--- config.mk ---
export PLATFORM = sky130hd
export DESIGN_NAME = mux2_rr_arbiter
export DESIGN_NICKNAME = d
export VERILOG_FILES = /design/src/rtl/mux2_rr_arbiter_pkg.sv /design/src/rtl/mux2_dataflow_bus.sv /design/src/rtl/mux2_rr_arbiter.sv
export SDC_FILE = /design/constraint.sdc
export NUM_CORES = 1
export LEC_CHECK = 0
export CAP_MARGIN = 20
export CELL_PAD_IN_SITES_DETAIL_PLACEMENT = 1
export CELL_PAD_IN_SITES_GLOBAL_PLACEMENT = 1
export CORE_UTILIZATION = 29
export CTS_BUF_LIST = sky130_fd_sc_hd__clkbuf_16
export CTS_CLUSTER_SIZE = 28
export DETAILED_ROUTE_END_ITERATION = 6
export HOLD_SLACK_MARGIN = 0.03
export MAX_ROUTING_LAYER = met4
export PLACE_DENSITY = 0.8
export SLEW_MARGIN = 20
export SYNTH_ARGS = -nofsm -noshare
export SYNTH_HDL_FRONTEND = slang
export SYNTH_SLANG_ARGS = --single-unit
--- constraint.sdc ---
create_clock -name clk -period 1.57 [get_ports clk]
set_input_delay 0.314 -clock clk [delete_from_list [all_inputs] [get_ports clk]]
set_output_delay 0.314 -clock clk [all_outputs]
set_load 0.02 [all_outputs]
--- src/rtl/mux2_rr_arbiter_pkg.sv ---
// Shared constants for the two-source round-robin arbiter: state encoding,
// default burst limit and the burst counter width helper.
package mux2_rr_arbiter_pkg;

    localparam logic [1:0] ST_IDLE   = 2'd0;
    localparam logic [1:0] ST_GRANT0 = 2'd1;
    localparam logic [1:0] ST_GRANT1 = 2'd2;

    localparam int unsigned DEFAULT_MAX_BURST = 4;

    // ceil(log2(max_burst + 1)), never less than one bit
    function automatic int unsigned burst_cnt_width(input int unsigned max_burst);
        int unsigned w;
        w = 0;
        while ((32'd1 << w) < (max_burst + 32'd1)) begin
            w = w + 32'd1;
        end
        return (w == 0) ? 32'd1 : w;
    endfunction

endpackage

--- src/rtl/mux2_dataflow_bus.sv ---
// Purely combinational 2:1 payload selector driven by the arbiter grant.
module mux2_dataflow_bus #(
    parameter int unsigned DATA_W = 8
) (
    input  logic              sel,
    input  logic [DATA_W-1:0] in0_data,
    input  logic [DATA_W-1:0] in1_data,
    output logic [DATA_W-1:0] data_c
);

    assign data_c = sel ? in1_data : in0_data;

endmodule

--- src/rtl/mux2_rr_arbiter.sv ---
// Two-source round-robin arbiter with burst hold; owns the mux select and
// drives a single registered valid/ready output stage.
module mux2_rr_arbiter
    import mux2_rr_arbiter_pkg::*;
#(
    parameter int unsigned DATA_W    = 8,
    parameter int unsigned MAX_BURST = DEFAULT_MAX_BURST
) (
    input  logic              clk,
    input  logic              rst_n,
    input  logic              in0_valid,
    input  logic [DATA_W-1:0] in0_data,
    output logic              in0_ready,
    input  logic              in1_valid,
    input  logic [DATA_W-1:0] in1_data,
    output logic              in1_ready,
    output logic              sel,
    output logic              out_valid,
    output logic [DATA_W-1:0] out_data,
    input  logic              out_ready
);

    localparam int unsigned      CNT_W      = burst_cnt_width(MAX_BURST);
    localparam logic [CNT_W-1:0] BURST_LAST = CNT_W'(MAX_BURST - 1);

    logic [1:0]        state;
    logic [1:0]        state_next;
    logic              last;
    logic              last_next;
    logic [CNT_W-1:0]  burst_cnt;
    logic [CNT_W-1:0]  burst_cnt_next;

    logic              space_c;
    logic              xfer_c;
    logic              cur_src_c;
    logic              grant_valid_c;
    logic              other_valid_c;
    logic [1:0]        other_state_c;
    logic [DATA_W-1:0] mux_data_c;

    mux2_dataflow_bus #(
        .DATA_W (DATA_W)
    ) u_bus (
        .sel      (sel),
        .in0_data (in0_data),
        .in1_data (in1_data),
        .data_c   (mux_data_c)
    );

    // Readies follow out_ready combinationally so a full register can drain and refill in one edge
    assign space_c   = !out_valid || out_ready;
    assign in0_ready = (state == ST_GRANT0) && space_c;
    assign in1_ready = (state == ST_GRANT1) && space_c;
    assign xfer_c    = (in0_valid && in0_ready) || (in1_valid && in1_ready);

    assign cur_src_c     = (state == ST_GRANT1);
    assign grant_valid_c = cur_src_c ? in1_valid : in0_valid;
    assign other_valid_c = cur_src_c ? in0_valid : in1_valid;
    assign other_state_c = cur_src_c ? ST_GRANT0 : ST_GRANT1;

    always_comb begin
        state_next     = state;
        last_next      = last;
        burst_cnt_next = burst_cnt;
        case (state)
            ST_IDLE: begin
                burst_cnt_next = '0;
                if (in0_valid && in1_valid) begin
                    state_next = last ? ST_GRANT0 : ST_GRANT1;
                end else if (in0_valid) begin
                    state_next = ST_GRANT0;
                end else if (in1_valid) begin
                    state_next = ST_GRANT1;
                end
            end
            ST_GRANT0, ST_GRANT1: begin
                if (!grant_valid_c) begin
                    // Granted source went quiet: hand over or park
                    last_next      = cur_src_c;
                    burst_cnt_next = '0;
                    state_next     = other_valid_c ? other_state_c : ST_IDLE;
                end else if (space_c) begin
                    if (burst_cnt == BURST_LAST) begin
                        burst_cnt_next = '0;
                        if (other_valid_c) begin
                            state_next = other_state_c;
                            last_next  = cur_src_c;
                        end
                    end else begin
                        burst_cnt_next = burst_cnt + CNT_W'(1);
                    end
                end
            end
            default: begin
                state_next     = ST_IDLE;
                burst_cnt_next = '0;
            end
        endcase
    end

    always_ff @(posedge clk or negedge rst_n) begin
        if (!rst_n) begin
            state     <= ST_IDLE;
            sel       <= 1'b0;
            last      <= 1'b1;
            burst_cnt <= '0;
        end else begin
            state     <= state_next;
            sel       <= (state_next == ST_GRANT1);
            last      <= last_next;
            burst_cnt <= burst_cnt_next;
        end
    end

    // Output stage: load on transfer, otherwise drain when the sink takes the word
    always_ff @(posedge clk or negedge rst_n) begin
        if (!rst_n) begin
            out_valid <= 1'b0;
            out_data  <= '0;
        end else if (xfer_c) begin
            out_valid <= 1'b1;
            out_data  <= mux_data_c;
        end else if (out_ready) begin
            out_valid <= 1'b0;
        end
    end

endmodule

; ---- Word level (Yosys, flattened, before mapping)
; Cells that the tools add are included.
[op_classes]
add_sub_neg = 1
n_eq_ne = 8
n_mux = 24
reduce_logical = 12
[ops]
columns = cell, n
row1 = 2-bit two-way mux, 10
row2 = 3-bit two-way mux, 4
row3 = 1-bit two-way mux, 8
row4 = 8-bit two-way mux, 1
row5 = 1-bit logical AND, 5
row6 = 2-bit == test (second input constant), 2
row7 = 2-bit by 1-bit inequality test with 1-bit output (second input constant), 2
row8 = 2-bit case mux with 2 select lines, 1
row9 = 4-bit AND reduction, 1
row10 = 3-bit by 1-bit adder with 3-bit output (second input constant), 1
row11 = 3-bit by 2-bit == test with 1-bit output (second input constant), 1
row12 = 3-bit inequality test (second input constant), 1
row13 = 2-bit by 1-bit == test with 1-bit output (second input constant), 1
row14 = 2-bit zero test, 1
row15 = 1-bit logical OR, 2
row16 = 2-bit inequality test (second input constant), 1
row17 = 2-bit nonzero test, 1
row18 = 2-bit OR reduction, 1
row19 = 1-bit zero test, 1
[word_totals]
ff_bits = 16
inputBits = 21
out_inout_bits = 12

; ---- Longest topological paths before layout
; Gate-level depths: netlist of run 1.
[logic_depth]
ltp_word = 8
ltp_mapped = 7
ltp_nobuf = 6

; ---- By module
; From an unflattened synthesis of run 1, not the netlist that was laid out.
[hier_totals]
hier_cells = 86
hier_area_um2 = 987.2
[by_module_without_submodules]
columns = module, instances, cells_each, area_per_inst_um2, seq_area_each_um2
row1 = mux2_rr_arbiter, 1, 77, 855.8, 401.6
row2 = mux2_dataflow_bus, 1, 9, 131.4, 0.0

; ---- Least setup slack after synthesis of run 1
; No wires, ideal clock.
[synth_timing]
path_kind = register to register
from = register state[0]
to = register state[0]
setup_time_ns = 0.119
t_arrival_ns = 1.582
required_time_ns = 1.451
path_slack_ns = -0.130
path_stages_with_launch = 7
path_buffers = 0
synth_period_minus_slack_ns = 1.700
cell_sequence = dfrtp_1 > inv_1 > ha_1 > mux2_4 > and3_1 > a22o_1 > o21a_1
[synth_between]
elab_chain_cells = 7
[synth_lines]
columns = element, line
row1 = "start, declared", mux2_rr_arbiter.sv:26  ; logic [1:0] state;
row2 = "start signal, assigned", mux2_rr_arbiter.sv:108  ; state <= state_next;
row3 = 2-bit == test (*), mux2_rr_arbiter.sv:56  ; assign cur_src_c = (state == ST_GRANT1);
row4 = via cur_src_c, mux2_rr_arbiter.sv:35  ; logic cur_src_c;
row5 = 2-bit two-way mux or 1-bit two-way mux (tied branches), "mux2_rr_arbiter.sv:59, mux2_rr_arbiter.sv:58"
row6 = 2-bit two-way mux, mux2_rr_arbiter.sv:85  ; if (other_valid_c) begin
row7 = 2-bit two-way mux, mux2_rr_arbiter.sv:83  ; if (burst_cnt == BURST_LAST) begin
row8 = 2-bit two-way mux, mux2_rr_arbiter.sv:82  ; end else if (space_c) begin
row9 = 2-bit two-way mux, mux2_rr_arbiter.sv:77  ; if (!grant_valid_c) begin
row10 = 2-bit case mux with 2 select lines (*), mux2_rr_arbiter.sv:65  ; case (state)
row11 = via state_next[0], mux2_rr_arbiter.sv:27  ; logic [1:0] state_next;
; Mark *: on every way through the listed nets, which the timed path passes. The rest lies on a longest branch.
; A chain may end at the register's enable or synchronous reset.

; ---- Worst setup path in the final report of run 1
[layout_timing]
from = register state[0]
to = register out_data[1]
[layout_between]
elab_chain_cells = 4
[layout_lines]
columns = element, line
row1 = 2-bit by 1-bit == test with 1-bit output or 2-bit == test (tied branches), "mux2_rr_arbiter.sv:52, mux2_rr_arbiter.sv:53"
row2 = 1-bit logical AND (on tied branches), "mux2_rr_arbiter.sv:52, mux2_rr_arbiter.sv:53"
row3 = 1-bit logical AND, mux2_rr_arbiter.sv:54  ; assign xfer_c = (in0_valid && in0_ready) || (in1_valid && in1_ready);
row4 = 1-bit logical OR (*), mux2_rr_arbiter.sv:54
row5 = "end signal, assigned", mux2_rr_arbiter.sv:122  ; out_data <= mux_data_c;
row6 = "end, declared", mux2_rr_arbiter.sv:19  ; output logic [DATA_W-1:0] out_data,
; Every way passes the cells marked *; elsewhere a longest branch is shown, timed or not.

==> metrics.md, run 1 <==
| Metric | Value |
|---|---|
| EDFF count, synth | 0 |
| Fin worst setup slack | -0.153 ns |
| Post-Syn Instances | 94 |
| Die Wd | 59.0 µm |
| Post-synthesis simple-gate area fraction | 16.8% |
| FMAX | 0.580 GHz |
| Dpl ws | -0.439 ns |
| Synthesis Warnings | 0 |
| Starting Density | 30.6% |
| DRT antenna net count | 0 |
| Fin area | 1750 µm² |
| Syn Nets | 121 |
| Yosys top cell area share | 39.9% |
| Non-filler instance count after layout | 197 |
| Worst vdd ir | 0.796 mV |
| Failing checks | setup timing |
| Routed length per instance | 18.2 µm |
| Most frequent cell after synthesis | dfrtp_1 |
| Critical path class | register to register |
| Status | finished, violations left |
| Max-Cap Viols | 0 |
| Critical Path Start Type | register |
| Mux cell area share after synthesis | 13.6% |
| Worst path arrival time | 1.86 ns |
| Int Power | 2.02 mW |
| Cell area after synthesis | 941 µm² |
| CTS tree | done |
| First-pass DRT Iterations | 4 |
| Clk Latency, worst-skew pair | 0.25 ns |
| Switch share | 39.8% |
| Post-synth ARST share | 100% |
| Worst R2R Start | state[0]$_DFF_PN0_ |
| Synth area leader | dfrtp_1 |
| Die Area | 3480 µm² |
| Syn avg cell area | 10.0 µm² |
| Port Buf Inserts | 32 |
| Cell variety after synth | 32 |
| Synth Area in Compound Gates | 16.9% |
| Chip Height | 59.0 µm |
| CTS buffer count | 3 |
| XOR/XNOR share of the synthesized area | 0% |
| Final Skew | 0.00266 ns |
| Unrepaired setup endpoints after global routing | yes |
| Sequential area share after synthesis | 42.7% |
| Total placed cells including tap cells | 187 |
| Dpl cell area | 1490 µm² |
| Antenna diodes | 0 |
| Lkg Pwr | 0.764 nW |
| Area Overhead vs Synth | 85.8% |
| Vias in the first global route | 1023 |
| CTS clk-pin slew, worst paths | 0.05 ns |
| Core area | 3080 µm² |
| FF-to-FF setup slack | -0.15 ns |
| Area used by multi-input combinational logic | 644 µm² |
| Setup violators final | 12 |
| R2r endpoint | out_data[1]$_DFFE_PN0P_ |
| Reg power frac | 22.8% |
| Commonest cells in the netlist | 15 x dfrtp_1, 12 x nor2_1, 10 x a21oi_1, 10 x nand2_1, 9 x mux2i_1 |
| Via density | 4.77 |
| Worst setup EP type | register |
| CP Max Fanout | 5 |
| Power Density | 1920 nW/µm² |
| Final Hold Viols | 0 |
| Final routed DRC violation total | 0 |
| Final period util | 110% |
| Gr ovfl total | 0 |
| CTS hold repair buffers | 0 |
| Antenna violations before repair | 0 |
| CTS root buf | clkbuf_16 |
| I/O pin cnt | 33 |
| Psw | 1.34 mW |
| GPL Wtd Cong | 0.833 |
| First-pass GRT wire length | 5.45 mm |
| Detailed placement HPWL | 2.30 mm |
| Synth top area cells | dfrtp_1 40%, mux2i_1 9.6%, ha_1 8.0%, a21oi_1 5.3%, nor2_1 4.8% |
| All-Layer GR Usage | 23.1% |
| Comb pwr share | 62.0% |
| Final min period | 1.72 ns |
| Synthesis-stage register bit count | 16 |
| Drt total wl | 3.59 mm |
| Max-slew violations | 0 |
| Clock Power Share | 15.2% |
| Slew HR | 82.2% |
| Bufs on Longest Clock Path | 2 |
| Largest family of logic cells by synthesized area | compound AO/OA/AOI/OAI gates |
| # nets final | 181 |
| Initial drt markers | 19 |
| Least-Margin Pin Slew | 0.264 ns |
| Site Rows | 20 |
| Vias | 940 |
| Worst Hold Class | primary input to asynchronous set/reset pin |
| Post-Synth Adder-Cell Area | 7.98% |
| Flip-flop and latch area | 403 µm² |
| Dominant synthesized flop cell | dfrtp_1 |
| Critical Path RT | 1.70 ns |
| Sink Count | 16 |
| Layout cell share with drive strength beyond 1 | 39.2% |
| Filler instances | 349 |
| Largest net degree at the start of global routing | 17 |
| Htree depth | 1 |
| Reg2Reg Depth | 9 |
[metal layers]
metal  GRT usage (%)  routed length [µm]  share of wire [%]
met1            26.8                1510                 42
met4            11.2                 102                2.8
met3            1.98                  34               0.95
met5               -                   0                  0
met2            39.8                1940                 54
[placed cells by master (no fill, tap or decap), types with 2 or more instances in the layout]
cell type        Yosys  routed
clkdlybuf4s50_1      0      23
buf_4                0      19
dfrtp_1             15      14
nand2_1             10      10
mux2i_1              9       9
a21oi_1             10       9
nor2_1              12       5
nor2_4               0       5
buf_6                0       5
ha_4                 0       4
clkbuf_16            0       4
dlymetal6s2s_1       0       4
mux2_4               1       3
nor2_2               1       3
dlygate4sd2_1        0       3
inv_2                0       2
and2b_4              2       2
nand3_1              2       2
o21ai_0              2       2
inv_1                3       2
ha_1                 6       2
[stage by stage]
stage / power (mW) / hold slack (ns) / utilization, % / setup TNS [ns]
2_1_floorplan: 1.62 / 0.0184 / - / -0.0716
3_3_place_gp: 2.32 / 0.495 / 48.3 / -3.39
3_5_place_dp: 2.42 / 0.509 / 48.3 / -4.38
4_1_cts: 3.25 / 0.393 / 54.8 / -1.24
5_1_grt: 3.52 / 0.413 / 56.8 / -1.81
6_report: 3.36 / 0.384 / 56.8 / -1.16
[timing repair]
item | CTS | global route
resized for setup | 32 | 11
gates cloned | 0 | 1
endpoints found under the setup margin | 15 | 16
pin swaps | 11 | 5
buffers inserted | 4 | 2
[logic make-up (layout without fill, tap and decap cells)]
| kind of cell | Yosys count | after routing |
|---|---|---|
| AOI/OAI and AO/OA | 22 | 22 |
| adders and majority gates | 6 | 6 |
| buffers and inverters | 5 | 64 |
| DFF | 16 | 16 |
| muxes | 12 | 12 |
| and+or+nand+nor | 33 | 33 |
[flip-flops by register name (all words and copies together), names as in the netlist]
register	cells
out_data	8
burst_cnt	3
state	2
last	1
out_valid	1
sel	1
[worst max-delay path, cell delays in order (launching register included)]
cell     delay, ns
dfrtp_1       0.41
buf_4         0.15
buf_6         0.11
ha_4          0.16
buf_6         0.11
a22oi_2       0.22
nor2_4        0.09
buf_6         0.16
nor2_1        0.13
a21oi_1       0.06
[area by class of cell]
| class | instances | share of cell area (%) |
|---|---|---|
| well taps | 44 | 3.15 |
| flip-flops and latches | 16 | 23.0 |
| clock inverters | 1 | 0.215 |
| repair buffers | 57 | 31.8 |
| multi-input cells | 73 | 36.9 |
| inverters | 3 | 0.644 |
| clock buffers | 3 | 4.29 |
[worst max path at each step]
stage / from / endpoint / cells past startpoint / slack, ns
floorplan: state[0]$_DFF_PN0_ / sel$_DFF_PN0_ / 6 / -0.04
global placement: out_ready / in1_ready / 4 / -0.42
detailed placement: out_ready / in1_ready / 4 / -0.44
CTS: state[0]$_DFF_PN0_ / last$_DFFE_PN1P_ / 6 / -0.16
global route: state[0]$_DFF_PN0_ / out_data[1]$_DFFE_PN0P_ / 9 / -0.19
finish: state[0]$_DFF_PN0_ / out_data[1]$_DFFE_PN0P_ / 9 / -0.15
[power groups by stage]
stage / clock network, mW / registers, mW / logic [mW]
after CTS: 0.519 / 0.758 / 1.97
after detailed placement: 0 / 0.733 / 1.69
after global placement: 0 / 0.711 / 1.61
after floorplan: 0 / 0.869 / 0.752
final: 0.512 / 0.766 / 2.09
after global routing: 0.531 / 0.790 / 2.20
(Power assumes the default switching activity.)
==> run 2, diff against run 1 <==
--- a/config.mk
+++ b/config.mk
@@ -6,15 +6,15 @@
 export NUM_CORES = 1
 export LEC_CHECK = 0
 export CAP_MARGIN = 20
-export CELL_PAD_IN_SITES_DETAIL_PLACEMENT = 1
+export CELL_PAD_IN_SITES_DETAIL_PLACEMENT = 0
 export CELL_PAD_IN_SITES_GLOBAL_PLACEMENT = 1
-export CORE_UTILIZATION = 29
-export CTS_BUF_LIST = sky130_fd_sc_hd__clkbuf_16
+export CORE_UTILIZATION = 31
+export CTS_BUF_LIST = sky130_fd_sc_hd__clkbuf_4
 export CTS_CLUSTER_SIZE = 28
 export DETAILED_ROUTE_END_ITERATION = 6
 export HOLD_SLACK_MARGIN = 0.03
 export MAX_ROUTING_LAYER = met4
-export PLACE_DENSITY = 0.8
+export PLACE_DENSITY_LB_ADDON = 0.05
 export SLEW_MARGIN = 20
 export SYNTH_ARGS = -nofsm -noshare
 export SYNTH_HDL_FRONTEND = slang
==> run 2 against run 1 <==
  * The flow finishes with violations (DRC, setup timing)
  * First-iteration DRC count fell by 42%
  * Clock power fell by 53%
  * Die area fell by 6.2%
  * Total power fell by 10%
  * Core utilization rose by 4.5 points
  * Cell count fell by 6.1%
  * Final area fell by 1.6%
  * Worst hold slack got worse by 0.059 ns
  * Sequential cell count did not move
==> metrics.md, run 2 (synthesis gave the netlist of run 1 again) <==
| Metric | Value |
|---|---|
| Final period util | 109% (was 110%) |
| Worst Hold Class | primary input to asynchronous set/reset pin (unchanged) |
| CP Max Fanout | 4 (was 5) |
| Port Buf Inserts | 32 (unchanged) |
| Max-Cap Viols | 0 (unchanged) |
| Die Wd | 57.1 µm (was 59.0 µm) |
| Gr ovfl total | 0 (unchanged) |
| Critical Path RT | 1.79 ns (was 1.70 ns) |
| Site Rows | 19 (was 20) |
| FMAX | 0.583 GHz (was 0.580 GHz) |
| Clk Latency, worst-skew pair | 0.30 ns (was 0.25 ns) |
| Final Skew | 0.00133 ns (was 0.00266 ns) |
| Final min period | 1.72 ns (about the same) |
| Antenna diodes | 0 (unchanged) |
| Antenna violations before repair | 0 (unchanged) |
| Failing checks | DRC, setup timing (was setup timing) |
| Final core utilization | 61.3% (was 56.8%) |
| Setup violators final | 14 (was 12) |
| Vias | 912 (was 940) |
| Largest net degree at the start of global routing | 17 (unchanged) |
| # nets final | 182 (was 181) |
| GPL Wtd Cong | 0.803 (was 0.833) |
| Dpl cell area | 1500 µm² (was 1490 µm²) |
| Via density | 4.93 (was 4.77) |
| Chip Height | 57.1 µm (was 59.0 µm) |
| First-pass DRT Iterations | 6 (was 4) |
| CTS root buf | clkbuf_4 (was clkbuf_16) |
| Status | finished, violations left (unchanged) |
| Worst vdd ir | 0.992 mV (was 0.796 mV) |
| Core area | 2810 µm² (was 3080 µm²) |
| Die Area | 3260 µm² (was 3480 µm²) |
| DRT antenna net count | 0 (unchanged) |
| Worst path arrival time | 1.94 ns (was 1.86 ns) |
| Critical path class | register to register (unchanged) |
| Bufs on Longest Clock Path | 2 (unchanged) |
| Detailed placement HPWL | 1.82 mm (was 2.30 mm) |
| Worst hold slack | 0.325 ns (was 0.384 ns) |
| Worst setup EP type | register (unchanged) |
| Layout cell share with drive strength beyond 1 | 43.5% (was 39.2%) |
| Area Overhead vs Synth | 82.7% (was 85.8%) |
| First-pass GRT wire length | 3.97 mm (was 5.45 mm) |
| Critical Path Start Type | register (unchanged) |
| Filler instances | 257 (was 349) |
| Htree depth | 1 (unchanged) |
| Biggest regs | out_data (8), burst_cnt (3), state (2) (unchanged) |
| CTS buffer count | 3 (unchanged) |
| Max-slew violations | 0 (unchanged) |
| All-Layer GR Usage | 16.6% (was 23.1%) |
| Fin worst setup slack | -0.146 ns (was -0.153 ns) |
| Drt total wl | 2.52 mm (was 3.59 mm) |
| Least-Margin Pin Slew | 0.253 ns (was 0.264 ns) |
| Final Hold Viols | 0 (unchanged) |
| Power Density | 1760 nW/µm² (was 1920 nW/µm²) |
| I/O pin cnt | 33 (unchanged) |
| Biggest register | out_data (unchanged) |
| Sink Count | 16 (unchanged) |
| Most frequent cells in the layout | 20 x clkdlybuf4s50_1, 20 x buf_4, 14 x dfrtp_1, 10 x nand2_1, 10 x dlygate4sd2_1 (was 23 x clkdlybuf4s50_1, 19 x buf_4, 14 x dfrtp_1, 10 x nand2_1) |
| Lkg Pwr | 0.722 nW (was 0.764 nW) |
| Starting Density | 33.5% (was 30.6%) |
| Fin area | 1720 µm² (was 1750 µm²) |
| Max FFs per register | 8 (unchanged) |
| Unrepaired setup endpoints after global routing | yes (unchanged) |
| CTS clk-pin slew, worst paths | 0.10 ns (was 0.05 ns) |
| CTS tree | done (unchanged) |
| Routed length per instance | 13.6 µm (was 18.2 µm) |
| CTS hold repair buffers | 0 (unchanged) |
| Slew HR | 83.1% (was 82.2%) |
| Final routed DRC violation total | 2 (was 0) |
| Initial drt markers | 11 (was 19) |
| Vias in the first global route | 903 (was 1023) |
-- run 2: cell count changes in the layout (fill, tap and decap cells not counted), moves of 3 or more --
cell | previous run | this run
clkbuf_4 | 0 | 3
dlygate4sd2_1 | 3 | 10
nor2_2 | 3 | 0
a21oi_2 | 1 | 7
dlymetal6s2s_1 | 4 | 0
clkbuf_16 | 4 | 1
clkdlybuf4s50_1 | 23 | 20
nor2_4 | 5 | 9
a21oi_1 | 9 | 3
-- run 2: power breakdown --
part	total [mW]	internal, mW	switching, mW
clock network	0.243	0.0928	0.150
logic	2.03	1.09	0.943
registers	0.749	0.597	0.151
total	3.02	1.78	1.25
-- run 2: worst paths after layout --
path,startpoint,endpoint,slack [ns],cells past startpoint
min reg2reg,burst_cnt[2]$_DFFE_PN0P_,burst_cnt[2]$_DFFE_PN0P_,0.52,2
max,state[1]$_DFF_PN0_,sel$_DFF_PN0_,-0.15,6
max reg2reg,state[1]$_DFF_PN0_,sel$_DFF_PN0_,-0.15,6
max in group asynchronous,rst_n,last$_DFFE_PN1P_,0.99,2
min,rst_n,out_data[6]$_DFFE_PN0P_,0.33,2
min in group clk,burst_cnt[2]$_DFFE_PN0P_,burst_cnt[2]$_DFFE_PN0P_,0.52,2
-- run 2: through the flow --
step | setup WS [ns] | instances | setup TNS [ns] | total power, mW
detailed placement | -0.454 | 176 | -3.75 | 2.41
CTS | -0.170 | 181 | -0.676 | 2.62
global placement | -0.437 | 176 | -3.39 | 2.37
finish | -0.146 | 185 | -1.37 | 3.02
floorplan | -0.0362 | 94 | -0.0716 | 1.62
global route | -0.229 | 185 | -2.25 | 3.23
-- run 2: worst max-delay path, cell delays in order, from the launching register on --
cell and delay (ns):
dfrtp_2 0.45, buf_12 0.14, ha_4 0.16, mux2_4 0.32, a311oi_2 0.25, o211ai_2 0.13
a211oi_2 0.19
-- run 2: layout make-up --
class / count / area [µm²] / share of cell area [%]
inverters: 3 / 11.3 / 0.655
multi-input cells: 73 / 681 / 39.6
repair buffers: 58 / 559 / 32.5
clock buffers: 3 / 22.5 / 1.31
clock inverters: 1 / 3.75 / 0.218
flip-flops and latches: 16 / 403 / 23.4
well taps: 31 / 38.8 / 2.26
-- run 2: metal layers --
| metal | track usage [%] | wire (µm) | vias to the layer above |
|---|---|---|---|
| met5 | - | 0 | - |
| met4 | 6.27 | 43 | 0 |
| met3 | 2.95 | 122 | 5 |
| met2 | 28.2 | 1300 | 18 |
| met1 | 19.6 | 1060 | 439 |
| li1 | - | - | 450 |
-- run 2: what timing repair did --
item,CTS,global route
cloned,0,1
pin swaps,4,5
buffers inserted,1,3
endpoints found under the setup margin,24,14
gates resized for setup,26,29
==> run 3, diff against run 2 <==
--- a/config.mk
+++ b/config.mk
@@ -14,7 +14,7 @@
 export DETAILED_ROUTE_END_ITERATION = 6
 export HOLD_SLACK_MARGIN = 0.03
 export MAX_ROUTING_LAYER = met4
-export PLACE_DENSITY_LB_ADDON = 0.05
+export PLACE_DENSITY = 0.85
 export SLEW_MARGIN = 20
 export SYNTH_ARGS = -nofsm -noshare
 export SYNTH_HDL_FRONTEND = slang
==> run 3 against run 2 <==
  * The run still ends with DRC, setup timing left
  * Combinational power shrank 18%
  * Sequential power shrank 5.6%
  * Cell count shrank 2.2%
  * Die area is the same
  * Non-clock buffer count shrank 4
  * First-iteration DRC count grew 36%
  * Global-route usage shrank 1.0 points
  * Clock skew grew 0.0059 ns
  * Critical endpoint unchanged
==> metrics.md, run 3 (synthesis gave the netlist of run 1 again) <==
| Metric | Value |
|---|---|
| Gr ovfl total | 0 (unchanged) |
| Htree depth | 1 (unchanged) |
| Vias in the first global route | 876 (was 903) |
| First-pass GRT wire length | 3.73 mm (was 3.97 mm) |
| Final Skew | 0.00725 ns (was 0.00133 ns) |
| Antenna violations before repair | 0 (unchanged) |
| Layout cell share with drive strength beyond 1 | 33.3% (was 43.5%) |
| Antenna diodes | 0 (unchanged) |
| Failing checks | DRC, setup timing (unchanged) |
| Max-Cap Viols | 0 (unchanged) |
| Drt total wl | 2.22 mm (was 2.52 mm) |
| CP top delay family | compound AO/OA/AOI/OAI gates (unchanged) |
| CTS hold repair buffers | 0 (unchanged) |
| Least-Margin Pin Slew | 0.344 ns (was 0.253 ns) |
| Area Overhead vs Synth | 65.4% (was 82.7%) |
| First-pass DRT Iterations | 6 (unchanged) |
| WP buf/inv | 1 (unchanged) |
| Worst path arrival time | 1.86 ns (was 1.94 ns) |
| Worst setup EP type | register (unchanged) |
| Final routed DRC violation total | 4 (was 2) |
| Biggest regs | out_data (8), burst_cnt (3), state (2) (unchanged) |
| Initial drt markers | 15 (was 11) |
| DRT antenna net count | 0 (unchanged) |
| Worst hold slack | 0.340 ns (was 0.325 ns) |
| Port Buf Inserts | 32 (unchanged) |
| CTS clk-pin slew, worst paths | 0.09 ns (was 0.10 ns) |
| Filler instances | 262 (was 257) |
| CTS buffer count | 3 (unchanged) |
| Largest net degree at the start of global routing | 17 (unchanged) |
| Die Wd | 57.1 µm (unchanged) |
| CTS root buf | clkbuf_4 (unchanged) |
| Worst Hold Class | primary input to asynchronous set/reset pin (unchanged) |
| Sink Count | 16 (unchanged) |
| Most common cell after layout, fill and taps aside | buf_4 |
| Vias | 879 (was 912) |
| Max FFs per register | 8 (unchanged) |
| CTS tree | done (unchanged) |
| Crit-path slowest cell | dfrtp_1 (was dfrtp_2) |
| Cell Chain, Critical Path | inv_2 -> ha_4 -> mux2_4 -> a311oi_2 -> o211ai_2 -> a211oi_2 (was buf_12 -> ha_4 -> mux2_4 -> a311oi_2 -> o211ai_2 -> a211oi_2) |
| Core area | 2810 µm² (unchanged) |
| FF-to-FF setup slack | -0.09 ns (was -0.15 ns) |
| Via density | 4.86 (was 4.93) |
| Critical Path RT | 1.77 ns (was 1.79 ns) |
| Critical Path Start Type | register (unchanged) |
| Routed length per instance | 12.3 µm (was 13.6 µm) |
| Final Hold Viols | 0 (unchanged) |
| Worst vdd ir | 0.745 mV (was 0.992 mV) |
| Final min period | 1.66 ns (was 1.72 ns) |
| Site Rows | 19 (unchanged) |
| Slew HR | 77.0% (was 83.1%) |
| FMAX | 0.604 GHz (was 0.583 GHz) |
| I/O pin cnt | 33 (unchanged) |
| Final period util | 106% (was 109%) |
| Status | finished, violations left (unchanged) |
| Detailed placement HPWL | 1.82 mm (about the same) |
| Setup violators final | 5 (was 14) |
| Dpl ws | -0.434 ns (was -0.454 ns) |
| Lkg Pwr | 0.707 nW (was 0.722 nW) |
| GPL Wtd Cong | 0.764 (was 0.803) |
| All-Layer GR Usage | 15.6% (was 16.6%) |
| Die Area | 3260 µm² (unchanged) |
| Power Density | 1680 nW/µm² (was 1760 nW/µm²) |
| Max-slew violations | 0 (unchanged) |
| # nets final | 178 (was 182) |
| Clk Latency, worst-skew pair | 0.28 ns (was 0.30 ns) |
| Most frequent cells in the layout | 23 x buf_4, 20 x clkdlybuf4s50_1, 14 x dfrtp_1, 12 x nor2_1, 10 x a21oi_1 (was 20 x clkdlybuf4s50_1, 20 x buf_4, 14 x dfrtp_1, 10 x nand2_1, 10 x dlygate4sd2_1) |
| Chip Height | 57.1 µm (unchanged) |
| Unrepaired setup endpoints after global routing | yes (unchanged) |
| Bufs on Longest Clock Path | 2 (unchanged) |
| Biggest register | out_data (unchanged) |
| Starting Density | 33.5% (unchanged) |
| CP Max Fanout | 4 (unchanged) |
| Fin worst setup slack | -0.0870 ns (was -0.146 ns) |
| Critical path's largest stage delay | 0.42 ns (was 0.45 ns) |
| Critical path class | register to register (unchanged) |
## run 3: cell count changes in the layout (fill, tap and decap cells not counted), sizes merged
cell	previous run	this run
buf	27	24
dlymetal6s2s	0	4
clkinv	1	0
dlygate4sd2	10	6
## run 3: report_power, final
group / internal (mW) / leakage [nW] / switching, mW
registers: 0.597 / 0.189 / 0.109
logic: 0.861 / 0.500 / 0.810
clock network: 0.116 / 0.0184 / 0.120
total: 1.57 / 0.707 / 1.04
## run 3: final cells by class
| type | instances | area (µm²) | area share [%] |
|---|---|---|---|
| flip-flops and latches | 16 | 403 | 25.9 |
| well taps | 31 | 38.8 | 2.49 |
| inverters | 3 | 11.3 | 0.723 |
| repair buffers | 54 | 480 | 30.9 |
| clock buffers | 4 | 30.0 | 1.93 |
| multi-input cells | 73 | 593 | 38.1 |
## run 3: layer usage
layer	vias up	share of wire (%)	wire (µm)	track usage, %
met2	14	53	1170	26.1
li1	443	-	-	-
met5	-	0	0	-
met3	5	4.1	90	4.31
met1	417	42	926	18.1
met4	0	1.4	30	5.23
## run 3: metrics by stage
stage               util [%]  power, mW  area (µm²)  TNS [ns]  instances
floorplan                  -       1.62         976   -0.0716         94
global placement        51.8       2.29        1450     -3.54        172
detailed placement      51.8       2.34        1450     -4.12        172
CTS                     54.6       2.64        1530    -0.424        180
global route            55.5       2.81        1560    -0.574        181
finish                  55.5       2.61        1560    -0.282        181
## run 3: worst reg2reg max path, cell delays in order, from the launching register on
cell	delay, ns
dfrtp_1	0.42
inv_2	0.10
ha_4	0.15
mux2_4	0.32
a311oi_2	0.26
o211ai_2	0.13
a211oi_2	0.20
## run 3: worst paths after layout
check	startpoint	end	cells past startpoint
min reg2reg	burst_cnt[2]$_DFFE_PN0P_	burst_cnt[2]$_DFFE_PN0P_	2
max	state[0]$_DFF_PN0_	sel$_DFF_PN0_	6
min	rst_n	out_data[5]$_DFFE_PN0P_	2
max reg2reg	state[0]$_DFF_PN0_	sel$_DFF_PN0_	6
min in group clk	burst_cnt[2]$_DFFE_PN0P_	burst_cnt[2]$_DFFE_PN0P_	2
max in group asynchronous	rst_n	last$_DFFE_PN1P_	2
## run 3: repair_timing
item | 4_1_cts | 5_1_grt
buffers inserted | 4 | 1
pin swaps | 3 | 5
endpoints found under the setup margin | 19 | 18
resized for setup | 20 | 8
